### src/rtl/c2sif_bridge.sv
// c2sif_bridge: responder for the C-side 4-phase packet handshake,
// issuing single or burst beats on a valid/ready register bus.
module c2sif_bridge #(
  parameter int DATA_SIZE = 8,
  parameter int TIMEOUT   = 1024
) (
  input  logic                   clk,
  input  logic                   rst_n,
  input  logic                   req,
  output logic                   ack,
  input  logic [31:0]            id,
  input  logic [31:0]            fn,
  input  logic [31:0]            addr,
  input  logic [32*DATA_SIZE-1:0] data,
  output logic [31:0]            ret,
  output logic [32*DATA_SIZE-1:0] rdata,
  output logic                   busy,
  output logic                   bus_valid,
  output logic                   bus_write,
  output logic [31:0]            bus_addr,
  output logic [31:0]            bus_wdata,
  output logic [31:0]            bus_id,
  input  logic                   bus_ready,
  input  logic [31:0]            bus_rdata,
  input  logic                   bus_err
);

  localparam int IW = (DATA_SIZE > 1) ? $clog2(DATA_SIZE) : 1;
  localparam int TW = $clog2(TIMEOUT + 1);

  localparam logic [31:0] RET_ILL = 32'hFFFF_FFFF;
  localparam logic [31:0] RET_ERR = 32'hFFFF_FFFE;
  localparam logic [31:0] RET_TMO = 32'hFFFF_FFFD;

  typedef enum logic [2:0] {
    S_IDLE,
    S_CAPTURE,
    S_BEAT,
    S_RESP,
    S_RELEASE
  } state_t;

  state_t state, state_d;

  logic          req_m, req_s;
  logic          ack_d, busy_d, valid_d;
  logic [31:0]   ret_d;
  logic          cap, adv, store;
  logic          tmo_clr, tmo_inc;
  logic          wr_q, one_q;
  logic [31:0]   addr_q;
  logic [31:0]   dq [DATA_SIZE];
  logic [31:0]   rq [DATA_SIZE];
  logic [IW-1:0] idx;
  logic [TW-1:0] tmo;
  logic [4:0]    nbeats;
  logic          last;
  logic          f_nop, f_ill, f_beat;
  logic          f_wr, f_one;

  assign f_nop  = (fn == 32'd0);
  assign f_ill  = (fn > 32'd4);
  assign f_beat = ~f_nop & ~f_ill;
  assign f_wr   = (fn == 32'd1) | (fn == 32'd3);
  assign f_one  = (fn == 32'd1) | (fn == 32'd2);

  assign nbeats = one_q ? 5'd1 : 5'(DATA_SIZE);
  assign last   = ({{(5-IW){1'b0}}, idx} == nbeats - 5'd1);

  assign bus_write = wr_q;
  assign bus_addr  = addr_q + {{(30-IW){1'b0}}, idx, 2'b00};
  assign bus_wdata = dq[idx];

  for (genvar g = 0; g < DATA_SIZE; g++) begin : g_rd
    assign rdata[32*g +: 32] = rq[g];
  end

  // req comes from another clock domain
  always_ff @(posedge clk or negedge rst_n) begin
    if (!rst_n) begin
      req_m <= 1'b0;
      req_s <= 1'b0;
    end else begin
      req_m <= req;
      req_s <= req_m;
    end
  end

  always_ff @(posedge clk or negedge rst_n) begin
    if (!rst_n) state <= S_IDLE;
    else        state <= state_d;
  end

  always_comb begin
    state_d = state;
    ack_d   = ack;
    busy_d  = busy;
    valid_d = bus_valid;
    ret_d   = ret;
    cap     = 1'b0;
    adv     = 1'b0;
    store   = 1'b0;
    tmo_clr = 1'b0;
    tmo_inc = 1'b0;
    case (state)
      S_IDLE: begin
        if (req_s && !ack) begin
          state_d = S_CAPTURE;
          busy_d  = 1'b1;
        end
      end
      S_CAPTURE: begin
        cap     = 1'b1;
        tmo_clr = 1'b1;
        unique case (1'b1)
          f_nop: begin
            ret_d   = 32'd0;
            ack_d   = 1'b1;
            state_d = S_RESP;
          end
          f_ill: begin
            ret_d   = RET_ILL;
            ack_d   = 1'b1;
            state_d = S_RESP;
          end
          f_beat: begin
            valid_d = 1'b1;
            state_d = S_BEAT;
          end
        endcase
      end
      S_BEAT: begin
        // a ready in the timeout cycle still completes the beat
        if (bus_ready) begin
          tmo_clr = 1'b1;
          if (bus_err) begin
            ret_d   = RET_ERR;
            valid_d = 1'b0;
            ack_d   = 1'b1;
            state_d = S_RESP;
          end else begin
            store = ~wr_q;
            if (last) begin
              ret_d   = 32'(nbeats);
              valid_d = 1'b0;
              ack_d   = 1'b1;
              state_d = S_RESP;
            end else begin
              adv = 1'b1;
            end
          end
        end else if (tmo == TW'(TIMEOUT - 1)) begin
          ret_d   = RET_TMO;
          valid_d = 1'b0;
          ack_d   = 1'b1;
          state_d = S_RESP;
        end else begin
          tmo_inc = 1'b1;
        end
      end
      S_RESP: begin
        state_d = S_RELEASE;
      end
      S_RELEASE: begin
        if (!req_s) begin
          ack_d   = 1'b0;
          busy_d  = 1'b0;
          state_d = S_IDLE;
        end
      end
      default: begin
        state_d = S_IDLE;
      end
    endcase
  end

  always_ff @(posedge clk or negedge rst_n) begin
    if (!rst_n) begin
      ack       <= 1'b0;
      busy      <= 1'b0;
      bus_valid <= 1'b0;
      ret       <= '0;
    end else begin
      ack       <= ack_d;
      busy      <= busy_d;
      bus_valid <= valid_d;
      ret       <= ret_d;
    end
  end

  always_ff @(posedge clk or negedge rst_n) begin
    if (!rst_n) begin
      bus_id <= '0;
      addr_q <= '0;
      wr_q   <= 1'b0;
      one_q  <= 1'b0;
      idx    <= '0;
      tmo    <= '0;
      for (int i = 0; i < DATA_SIZE; i++) begin
        dq[i] <= '0;
        rq[i] <= '0;
      end
    end else begin
      if (cap) begin
        bus_id <= id;
        addr_q <= addr;
        wr_q   <= f_wr;
        one_q  <= f_one;
        idx    <= '0;
        for (int i = 0; i < DATA_SIZE; i++) begin
          dq[i] <= data[32*i +: 32];
          rq[i] <= '0;
        end
      end
      if (store) rq[idx] <= bus_rdata;
      if (adv)   idx <= idx + IW'(1);
      if (tmo_clr)      tmo <= '0;
      else if (tmo_inc) tmo <= tmo + TW'(1);
    end
  end

endmodule

### config.mk
export PLATFORM = sky130hd
export DESIGN_NAME = c2sif_bridge
export DESIGN_NICKNAME = d
export VERILOG_FILES = /design/src/rtl/c2sif_bridge.sv
export SDC_FILE = /design/constraint.sdc
export NUM_CORES = 1
export LEC_CHECK = 0
export CORE_AREA = 8 8 294 296
export CTS_CLUSTER_SIZE = 30
export DETAILED_ROUTE_END_ITERATION = 12
export DIE_AREA = 0 0 302 304
export HOLD_SLACK_MARGIN = 0.03
export PLACE_DENSITY = 0.62
export SYNTH_ARGS = -nofsm -noshare
export SYNTH_HDL_FRONTEND = slang
export SYNTH_SLANG_ARGS = --single-unit
### constraint.sdc
create_clock -name clk -period 4.6 [get_ports clk]
set_input_delay 0.92 -clock clk [delete_from_list [all_inputs] [get_ports clk]]
set_output_delay 0.92 -clock clk [all_outputs]
set_load 0.005 [all_outputs]
* After elaboration in Yosys (flattened, before gate mapping)
Index checks and enable logic that the tools add are counted.
Word-level totals: input port bits 389, output and inout bits 388, bits in registers 632, word-level logic and storage cells 130
Operators by class: order comparisons 3, bitwise gates (word level) 7, eq/ne operators 16, muxes and demuxes 55, reduce and logical (&&, ||, !) cells 16, add/subtract/negate cells 4
Operator list (count):
- 2-to-1 mux 256 bit | 2
- bitwise mux 256 bit | 1
- 2-to-1 mux 32 bit | 7
- case mux 32 bit (2 select lines) | 2
- binary-select mux 32 bit (select 3 bit) | 1
- demux 32 bit (select 3 bit) | 1
- equality test 32 x 2 -> 1 bit (second input constant) | 2
- adder 32 x 5 -> 32 bit | 1
- equality test 32 x 1 -> 1 bit (second input constant) | 1
- > comparator 32 x 3 -> 1 bit (second input constant) | 1
- logical NOT 32 bit | 1
- 2-to-1 mux 1 bit | 24
- 2-to-1 mux 3 bit | 8
- 2-to-1 mux 11 bit | 2
- case mux 3 bit (5 select lines) | 1
- AND reduction 4 bit | 3
- adder 11 x 1 -> 11 bit (second input constant) | 1
- equality test 11 x 10 -> 1 bit (second input constant) | 1
- inequality test 2 bit (second input constant) | 4
- nonzero test 2 bit | 4
- equality test 3 x 2 -> 1 bit (second input constant) | 2
- inequality test 3 bit (second input constant) | 2
- case mux 1 bit (2 select lines) | 3
- case mux 3 bit (2 select lines) | 1
- other kinds (21) | 25

* Longest topological paths before layout
Gate-level depths: netlist (run 1).
word-level depth 8, gate-level depth with buffers 9, gate-level depth less buffers 8

* Worst setup path after synthesis (run 1)
OpenSTA, ideal clock, no wires.
path type reg-to-output, from reg idx[1], to out bus_addr[24], stages on the path, launching flop included 9, path buffers 1, required time 3.680 ns, arrival time 2.003 ns, setup slack 1.677 ns, cells stage by stage dfrtp_1 -> buf_2 -> clkinv_1 -> fa_1 -> inv_1 -> a21o_1 -> and2_1 -> nor3b_1 -> xor2_1
On the way: word-level cells in the longest chain between the ends 1
RTL lines:
- from (decl) | RTL line 54 | logic [IW-1:0] idx;
- from (signal assigned) | RTL line 216 | if (adv) idx <= idx + IW'(1);
- adder 32 x 5 -> 32 bit | RTL line 71 | assign bus_addr = addr_q + {{(30-IW){1'b0}}, idx, 2'b00};
- to (decl) | RTL line 20 | output logic [31:0] bus_addr,
No other way between the ends.

* Worst setup path in the final report (run 1)
from reg idx[0], to out bus_addr[24]
Same word-level chain as after synthesis.

==> results of run 1 <==
## per-stage QoR
stage	power [mW]	setup slack, ps	area, sq um
after floorplan	11.8	1680	25800
after global placement	15.6	966	34200
after detailed placement	15.8	955	34200
after CTS	21.7	271	36700
after global routing	22.8	125	36700
final	21.4	314	36700
## report_power, final
group,switching [mW],internal [mW],total (mW)
sequential,1.11,7.09,8.20
clock,2.35,3.47,5.82
combinational,4.00,3.43,7.42
total,7.46,14.0,21.4
## flip-flops by register name, indices dropped and copies added, names as in the netlist, 3 cells and up
register  cells
addr_q       32
bus_id       32
dq          256
idx           3
rdata       256
ret           4
state         3
tmo          11
## worst max-delay path by stage
stage                         to  slack (ps)
floorplan           bus_addr[24]        1680
CTS                 bus_addr[24]         270
global placement    bus_addr[24]         970
finish              bus_addr[24]         310
global route        bus_addr[24]         120
detailed placement  bus_addr[24]         950
## worst max-delay path: stages (launching register included)
cell	delay (ps)
dfrtp_1	590
ha_1	250
inv_1	60
fa_1	400
inv_1	70
a21o_1	250
and2_1	220
nor3b_1	240
xor2_1	170
clkdlybuf4s50_1	520
## cell usage in the layout, fill, tap and decap left out, types with 5 or more instances in the layout
cell and count:
clkbuf_1 10, a22oi_1 128, o21ai_0 258, nor2b_4 6
o21ai_1 11, clkbuf_16 72, nand4_1 46, clkbuf_8 18
inv_1 12, buf_4 36, nor4_1 10, nor3_1 7
nand3_1 13, clkdlybuf4s50_1 775, buf_12 12, ha_1 5
nand2_1 1492, nor2_1 25, bufinv_16 5, xnor2_1 24
clkinv_2 13, xor2_1 11, diode_2 14, dfrtp_1 604
## per-layer routing
metal	vias to the layer above	routed length [um]	track usage (%)	share of wire, %
met5	-	151	0	0.16
met4	24	3040	6.75	3.2
met3	161	8700	6.73	9.2
met2	761	43600	32.0	46
met1	10666	39300	24.8	41
li1	10814	-	-	-
## kinds of logic (layout without fill, tap and decap cells)
family | Yosys count | in the layout | share of synthesized area [%]
flip-flops | 604 | 604 | 58.6
AND/OR/NAND/NOR | 1635 | 1635 | 25.0
multiplexers | 3 | 3 | 0.116
buffers and inverters | 261 | 965 | 5.03
XOR/XNOR | 35 | 35 | 1.19
adder cells (fa/ha/maj) | 6 | 6 | 0.320
other | 0 | 14 | 0
AO/OA/AOI/OAI | 419 | 419 | 9.68
## layout make-up
cell class / instances / area, sq um / share of cell area (%)
inverters: 13 / 48.8 / 0.133
well taps: 1070 / 1340 / 3.65
clock buffers: 100 / 2090 / 5.68
diodes: 14 / 35.0 / 0.0954
flip-flops and latches: 604 / 15100 / 41.2
multi-input cells: 2098 / 9460 / 25.8
repair buffers: 824 / 8280 / 22.6
clock inverters: 28 / 345 / 0.941
==> flow_summary.yaml, run 1 <==
status:
  status: "complete, no violations"
cts:
  clock_latency_ps: 600
  cts_tree: "built"
  htreeDepth: 3
  clk_pin_slew_worst_paths_ps: 50
  cts_buffer_depth: 3
  cts.sinks: 604
  post-cts-setup-buffer-count: 0
  cts_resized: 0
  cts_root_buf: "clkbuf_16"
  numCtsBuffers: 70
  holdBufCountCts: 0
sta:
  clock_skew_ps: 29.8
  hold_viol_final: 0
  slew_headroom_pct: 39.0
  worst_pin_slew_ps: 915
  drv_slew: 0
  rsz0062_at_grt: "no"
  fin_setup_tns_ps: 0
  fmax_ghz: 0.233
  fin_crit_sh_pct: 93.2
  setup_viol: 0
  whs_ps: 312
  finalCriticalPeriod_ps: 4290
critical_path:
  crit-reg2reg-launch: "state[2]"
  r2r_setup_slack_ps: 1640
  startpoint_type: "register"
  r2r_end: "rdata[246]"
  crit_start: "idx[0]"
  endpoint_kind: "primary output"
  worstPathRequired_ps: 3680
  cp_data_arrival_time_ps: 3370
  reg2reg_depth: 5
  worstPathMaxFanout: 13
  path_class: "reg2out"
grt:
  grt_pass1_wl_um: 142000
  grt_max_degree: 140
  overflow: 0
  track_usage_pct: 19.9
  grt_pass1_vias: 22595
  antenna_found_initial: 27
synth:
  yosys_register_bits: 604
  synth_edf_count: 0
  async_reset_ff_share_pct: 100
  syn_area_per_cell_sq_um: 8.70
  synth_fp_nets: 3358
  yosys-top-cells-area: "dfrtp_1 59%, nand2_1 22%, o21ai_0 5.0%, a22oi_1 3.7%, buf_4 2.0%"
  synth_flop_cell: "dfrtp_1"
  yosys_warnings: 0
  yosysMostFrequentCell: "nand2_1"
  yosysTopAreaCell: "dfrtp_1"
  synthesis.area_sq_mm: 0.0258
  synth_commonest_cells: "1492 x nand2_1, 604 x dfrtp_1, 258 x o21ai_0, 128 x a22oi_1, 126 x clkbuf_1"
  ys_seq_area_share_pct: 58.6
  synthesis.instances: 2963
  synth.distinct_cells: 48
  synth.top_cell.area_share_pct: 58.6
worst_hold_path:
  hold_path_class: "in2async"
routing:
  wl_um: 94800
  vias: 22426
  firstDrtPassIters: 5
  drc: 0
  viasPerCell: 4.72
  drtIter0Drc: 1351
  wl_per_cell_um: 20.0
  ant_nets: 0
pwr:
  powerDensity_mw_per_mm2: 584
  p_leak_nw: 16.4
  vdd_drop_max_v: 0.000283
cells_and_area:
  drive_gt1_share_pct: 5.21
  layout.nets: 4006
  syn_to_final_growth_pct: 42.4
  final_cells: 4751
  fin_util_pct: 45.0
  fillCellCount: 7927
die:
  die_x_um: 302
  die_h_um: 304
  core_sq_mm: 0.0816
  initial_core_util_pct: 31.6
  rows: 105
  die-area_sq_mm: 0.0918
  ios: 777
placement:
  gp_congestion: 0.855
  io_buffers: 776
  placed_cells: 4609
  hpwl_um: 67500
flow_run:
  drv_cap: 0
No activity file was read; power rests on OpenSTA's default activity.
==> run 2: changes to the inputs <==
- SETUP_SLACK_MARGIN: unset -> 0.05
- SKIP_LAST_GASP: unset -> 1
==> results of run 2 <==
No change in the layout: final DEF, timing and power equal those of run 1.
==> run 3: changes to the inputs <==
- MAX_ROUTING_LAYER: unset -> met4
==> run 3 against run 2 <==
Register-to-register slack barely moved. Wire length barely moved. Worst setup slack improved by 1.6 ps. Critical path depth unchanged. Non-clock buffer count stayed put. Largest cell class unchanged. Fmax is essentially flat. Flip-flop and latch count unchanged. Via count is 0.14% lower. Core utilization about the same. Sequential power about the same. First-iteration DRC count up 5.6%. Global-route usage grew 0.57 points.
==> flow_summary.yaml, run 3 (same netlist as run 1, synthesis figures left out) <==
cts:
  numCtsBuffers: 70
  post-cts-setup-buffer-count: 0
  clock_latency_ps: 600
  clk_pin_slew_worst_paths_ps: 50
  htreeDepth: 3
  holdBufCountCts: 0
  cts_resized: 0
  cts.sinks: 604
  cts_buffer_depth: 3
  cts_tree: "built"
  cts_root_buf: "clkbuf_16"
die:
  rows: 105
  initial_core_util_pct: 31.6
  die_h_um: 304
  ios: 777
  die-area_sq_mm: 0.0918
  die_x_um: 302
  core_sq_mm: 0.0816
routing:
  wl_per_cell_um: 19.9
  wl_um: 94700
  viasPerCell: 4.70
  ant_nets: 0
  drtIter0Drc: 1427
  firstDrtPassIters: 5
  drc: 0
  vias: 22395
sta:
  fin_crit_sh_pct: 93.1
  fin_setup_tns_ps: 0
  clock_skew_ps: 27.0
  drv_slew: 0
  worst_pin_slew_ps: 914
  hold_viol_final: 0
  finalCriticalPeriod_ps: 4280
  fmax_ghz: 0.233
  slew_headroom_pct: 39.1
  rsz0062_at_grt: "no"
  setup_slack_ps: 316
  setup_viol: 0
pwr:
  vdd_drop_max_v: 0.000283
  powerDensity_mw_per_mm2: 584
  p_leak_nw: 16.4
critical_path:
  worstPathMaxFanout: 13
  r2r_setup_slack_ps: 1650
  worstPathRequired_ps: 3680
  startpoint_type: "register"
  path_class: "reg2out"
  cp_data_arrival_time_ps: 3360
  endpoint_kind: "primary output"
cells_and_area:
  final_cells: 4765
  layout.nets: 4006
  final_common_cell: "nand2_1"
  drive_gt1_share_pct: 5.21
  syn_to_final_growth_pct: 42.6
  final_cell_mix: "1492 x nand2_1, 775 x clkdlybuf4s50_1, 604 x dfrtp_1"
grt:
  overflow: 0
  grt_pass1_vias: 22649
  grt_pass1_wl_um: 142000
  antenna_found_initial: 27
  grt_max_degree: 140
  track_usage_pct: 20.4
worst_hold_path:
  hold_path_class: "in2async"
flow_run:
  drv_cap: 0
placement:
  placed_cells: 4609
  hpwl_um: 67500
  place_ws_ps: 955
  io_buffers: 776
  gp_congestion: 0.868
status:
  status: "complete, no violations"
==> run 3: per-layer routing <==
metal / GRT usage (%) / wire length (um) / up-vias
met5: - / 0 / -
met4: 6.75 / 2850 / 0
met3: 6.34 / 8840 / 131
met2: 32.0 / 43700 / 818
met1: 25.1 / 39300 / 10598
li1: - / - / 10848
==> run 3: final cells by class <==
class                   count  area, sq um
multi-input cells        2098         9460
diodes                     28         70.1
inverters                  13         48.8
repair buffers            824         8280
fillers                  7923        44800
clock buffers             100         2090
well taps                1070         1340
clock inverters            28          345
flip-flops and latches    604        15100
==> run 3: metrics by stage <==
| stage | utilization (%) | hold WS, ps | area [sq um] | power, mW |
|---|---|---|---|---|
| 2_1_floorplan | - | 331 | 25800 | 11.8 |
| 3_3_place_gp | 42.0 | 340 | 34200 | 15.6 |
| 3_5_place_dp | 42.0 | 339 | 34200 | 15.8 |
| 4_1_cts | 45.0 | 313 | 36700 | 21.7 |
| 5_1_grt | 45.0 | 342 | 36700 | 22.8 |
| 6_report | 45.0 | 313 | 36800 | 21.4 |
==> run 3: path summary, 6_finish.rpt <==
check,from,cells after the start,end
max in group asynchronous,rst_n,2,rdata[159]
max,idx[0],9,bus_addr[24]
max reg2reg,state[2],5,rdata[246]
min,rst_n,1,dq[134]
min reg2reg,req_m,0,req_s
min in group clk,req_m,0,req_s
==> run 3: worst max-delay path, cell delays in order, from the launching register on <==
cell,delay (ps)
dfrtp_1,590
ha_1,250
inv_1,60
fa_1,400
inv_1,70
a21o_1,250
and2_1,220
nor3b_1,240
xor2_1,170
clkdlybuf4s50_1,520
==> run 3: power breakdown <==
group	total [mW]	switching (mW)	internal (mW)	leakage, nW
Sequential	8.20	1.11	7.09	7.85
Combinational	7.43	4.00	3.43	7.40
Clock	5.82	2.35	3.47	1.19
==> edit (config.mk and constraints of run 1) <==
Change the parameter `DATA_SIZE` from 8 to 4.
--- a/src/rtl/c2sif_bridge.sv
+++ b/src/rtl/c2sif_bridge.sv
@@ -2,5 +2,5 @@
 // issuing single or burst beats on a valid/ready register bus.
 module c2sif_bridge #(
-  parameter int DATA_SIZE = 8,
+  parameter int DATA_SIZE = 4,
   parameter int TIMEOUT   = 1024
 ) (
Interface: changed (resized data and rdata); port bits go from 777 to 521. The function was not compared with the original's and may differ.
==> edit against run 1 <==
- setup slack worse by 20 ps
- synthesized area is 41% lower
- sequential share of layout area is 3.4 points lower
- sequential cell count is 257 lower
- clock power is 37% lower
- via count is 43% lower
- wire length is 41% lower
- total power is 34% lower
- fmax is 0.46% lower
- count of clock-buffer cells in the layout is 40 lower
- cell count is 32% lower
- design area is 37% lower
- critical path type unchanged
- largest power group is now combinational cells
- highest routed layer unchanged
==> edit: results (changes against run 1) <==
Clocking
The TritonCTS buffer count is 44 (was 70). The maximum level of the CTS H-tree is 2 (was 3). The clock insertion delay at the later pin of the skew report was 550 ps (was 600 ps).

Finish
The final net count is 2,402 (was 4,006). The total of fill cells in the finished design is 8,625 (was 7,927). The share of layout cells above drive strength 1 is 7.11% (was 5.21%).

Global routing
The initial antenna violation count was 12 (was 27). The met2 capacity usage during global routing is 18.3% (was 32.0%). The met1 routing resource usage after global routing is 14.1% (was 24.8%). The global-route wire length before repair is 84,200 um (was 142,000 um).

The number of global-route vias before repair is 13,300 (was 22,600). The met3 track demand over resource in global routing is 6.42% (was 6.73%). The largest net degree at the start of global routing is 164 (was 140).

Detailed routing
The average via count per standard cell is 3.96 (was 4.72). The violation count after the first detailed-route iteration came to 629 (was 1,351). The first-pass iteration count of the detailed router is 5 (unchanged).

The aggregate routed wire length is 56,000 um (was 94,800 um).

Pwr
The maximum vdd ir drop is 338 uV (was 283 uV). The leakage power total was 10.1 nW (was 16.4 nW).

Worst setup path
The endpoint of the most critical register-to-register path is rdata[104] (was rdata[246]). The data arrival time of the worst path is 3390 ps (was 3370 ps). The capture point of the worst path is bus_addr[26] (was bus_addr[24]). The highest cell delay on the worst timing path is 520 ps (was 590 ps). The cell family contributing the most delay on the critical path is simple AND/OR/NAND/NOR gates (was adder cells).

The worst setup slack for register-to-register paths was 2110 ps (was 1640 ps). The start of the worst register-to-register path is state[2] (unchanged).

Timing
The worst-margin pin slew is 915 ps (about the same). The clock skew after layout is 11.9 ps (was 29.8 ps).

Yosys
The prevailing post-synth register cell was sky130_fd_sc_hd__dfrtp_1 (unchanged). The post-synthesis net count is 1,943 (was 3,358). Leading cell types by total area after synthesis: sky130_fd_sc_hd__dfrtp_1 57%, sky130_fd_sc_hd__nand2_1 21%, sky130_fd_sc_hd__mux4_2 4.7%, sky130_fd_sc_hd__o21ai_0 4.4%, sky130_fd_sc_hd__buf_4 1.6% (was sky130_fd_sc_hd__dfrtp_1 59%, sky130_fd_sc_hd__nand2_1 22%, sky130_fd_sc_hd__o21ai_0 5.0%, sky130_fd_sc_hd__a22oi_1 3.7%, sky130_fd_sc_hd__buf_4 2.0%). The proportion of synthesized chip area in sequential cells was 56.8% (was 58.6%). The distinct cell type count of the synthesized netlist is 52 (was 48).

Placed design
The half-perimeter wire length after detailed placement came to 41,100 um (was 67,500 um). The placer's final routability congestion estimate was 0.812 (was 0.855). The pre-CTS setup slack is 672 ps (was 955 ps).

Status
Run status: finished, final reports clean (unchanged).
edit: cell types whose count changed in the layout (fill, tap and decap cells not counted), sizes merged, moves of 40 or more:
cell,before,now
clkdlybuf4s50,775,519
nand2,1492,848
o21ai,269,136
a22oi,128,0
dfrtp,604,347
clkbuf,100,60
edit: timing repair:
action,CTS,global route
gates resized for setup,0,1
buffers inserted,0,0
hold buffers,0,0
setup endpoints to repair,0,3
edit: cells by family after synthesis:
| group | count (synthesis) | share of synthesized area (%) |
|---|---|---|
| and+or+nand+nor | 949 | 25.1 |
| adders and majority gates | 8 | 0.704 |
| buffers and inverters | 139 | 4.61 |
| muxes | 38 | 5.25 |
| AOI/OAI and AO/OA | 157 | 5.48 |
| DFF | 347 | 56.8 |
| xor gates and xnor gates | 36 | 2.06 |
edit: through the flow:
stage	hold WS, ps	cells	cell area, um2	power, mW
2_1_floorplan	331	1674	15300	7.63
3_3_place_gp	338	3157	21400	10.6
6_report	323	3242	23000	14.1
5_1_grt	362	3237	23000	15.2
3_5_place_dp	361	3157	21400	10.6
4_1_cts	333	3237	23000	14.4
edit: per-layer routing:
metal	vias to the layer above	wire (um)
met5	-	89
met4	14	1360
met3	85	7690
met2	474	24400
met1	5988	22500
li1	6270	-
edit: power by group:
group          leakage [nW]  switching [mW]  total [mW]  internal (mW)
Clock                 0.750            1.40        3.65           2.25
Combinational          4.89            2.75        5.59           2.84
Sequential             4.47           0.717        4.87           4.16
Total                  10.1            4.87        14.1           9.25
edit: area by class of cell:
type / instances / area share [%]
timing repair buffer: 540 / 23.6
inverter: 12 / 0.196
clock buffer: 60 / 5.62
antenna: 5 / 0.0544
sequential: 347 / 37.8
multi-input combinational: 1188 / 25.8
clock inverter: 20 / 1.08
tap: 1070 / 5.82
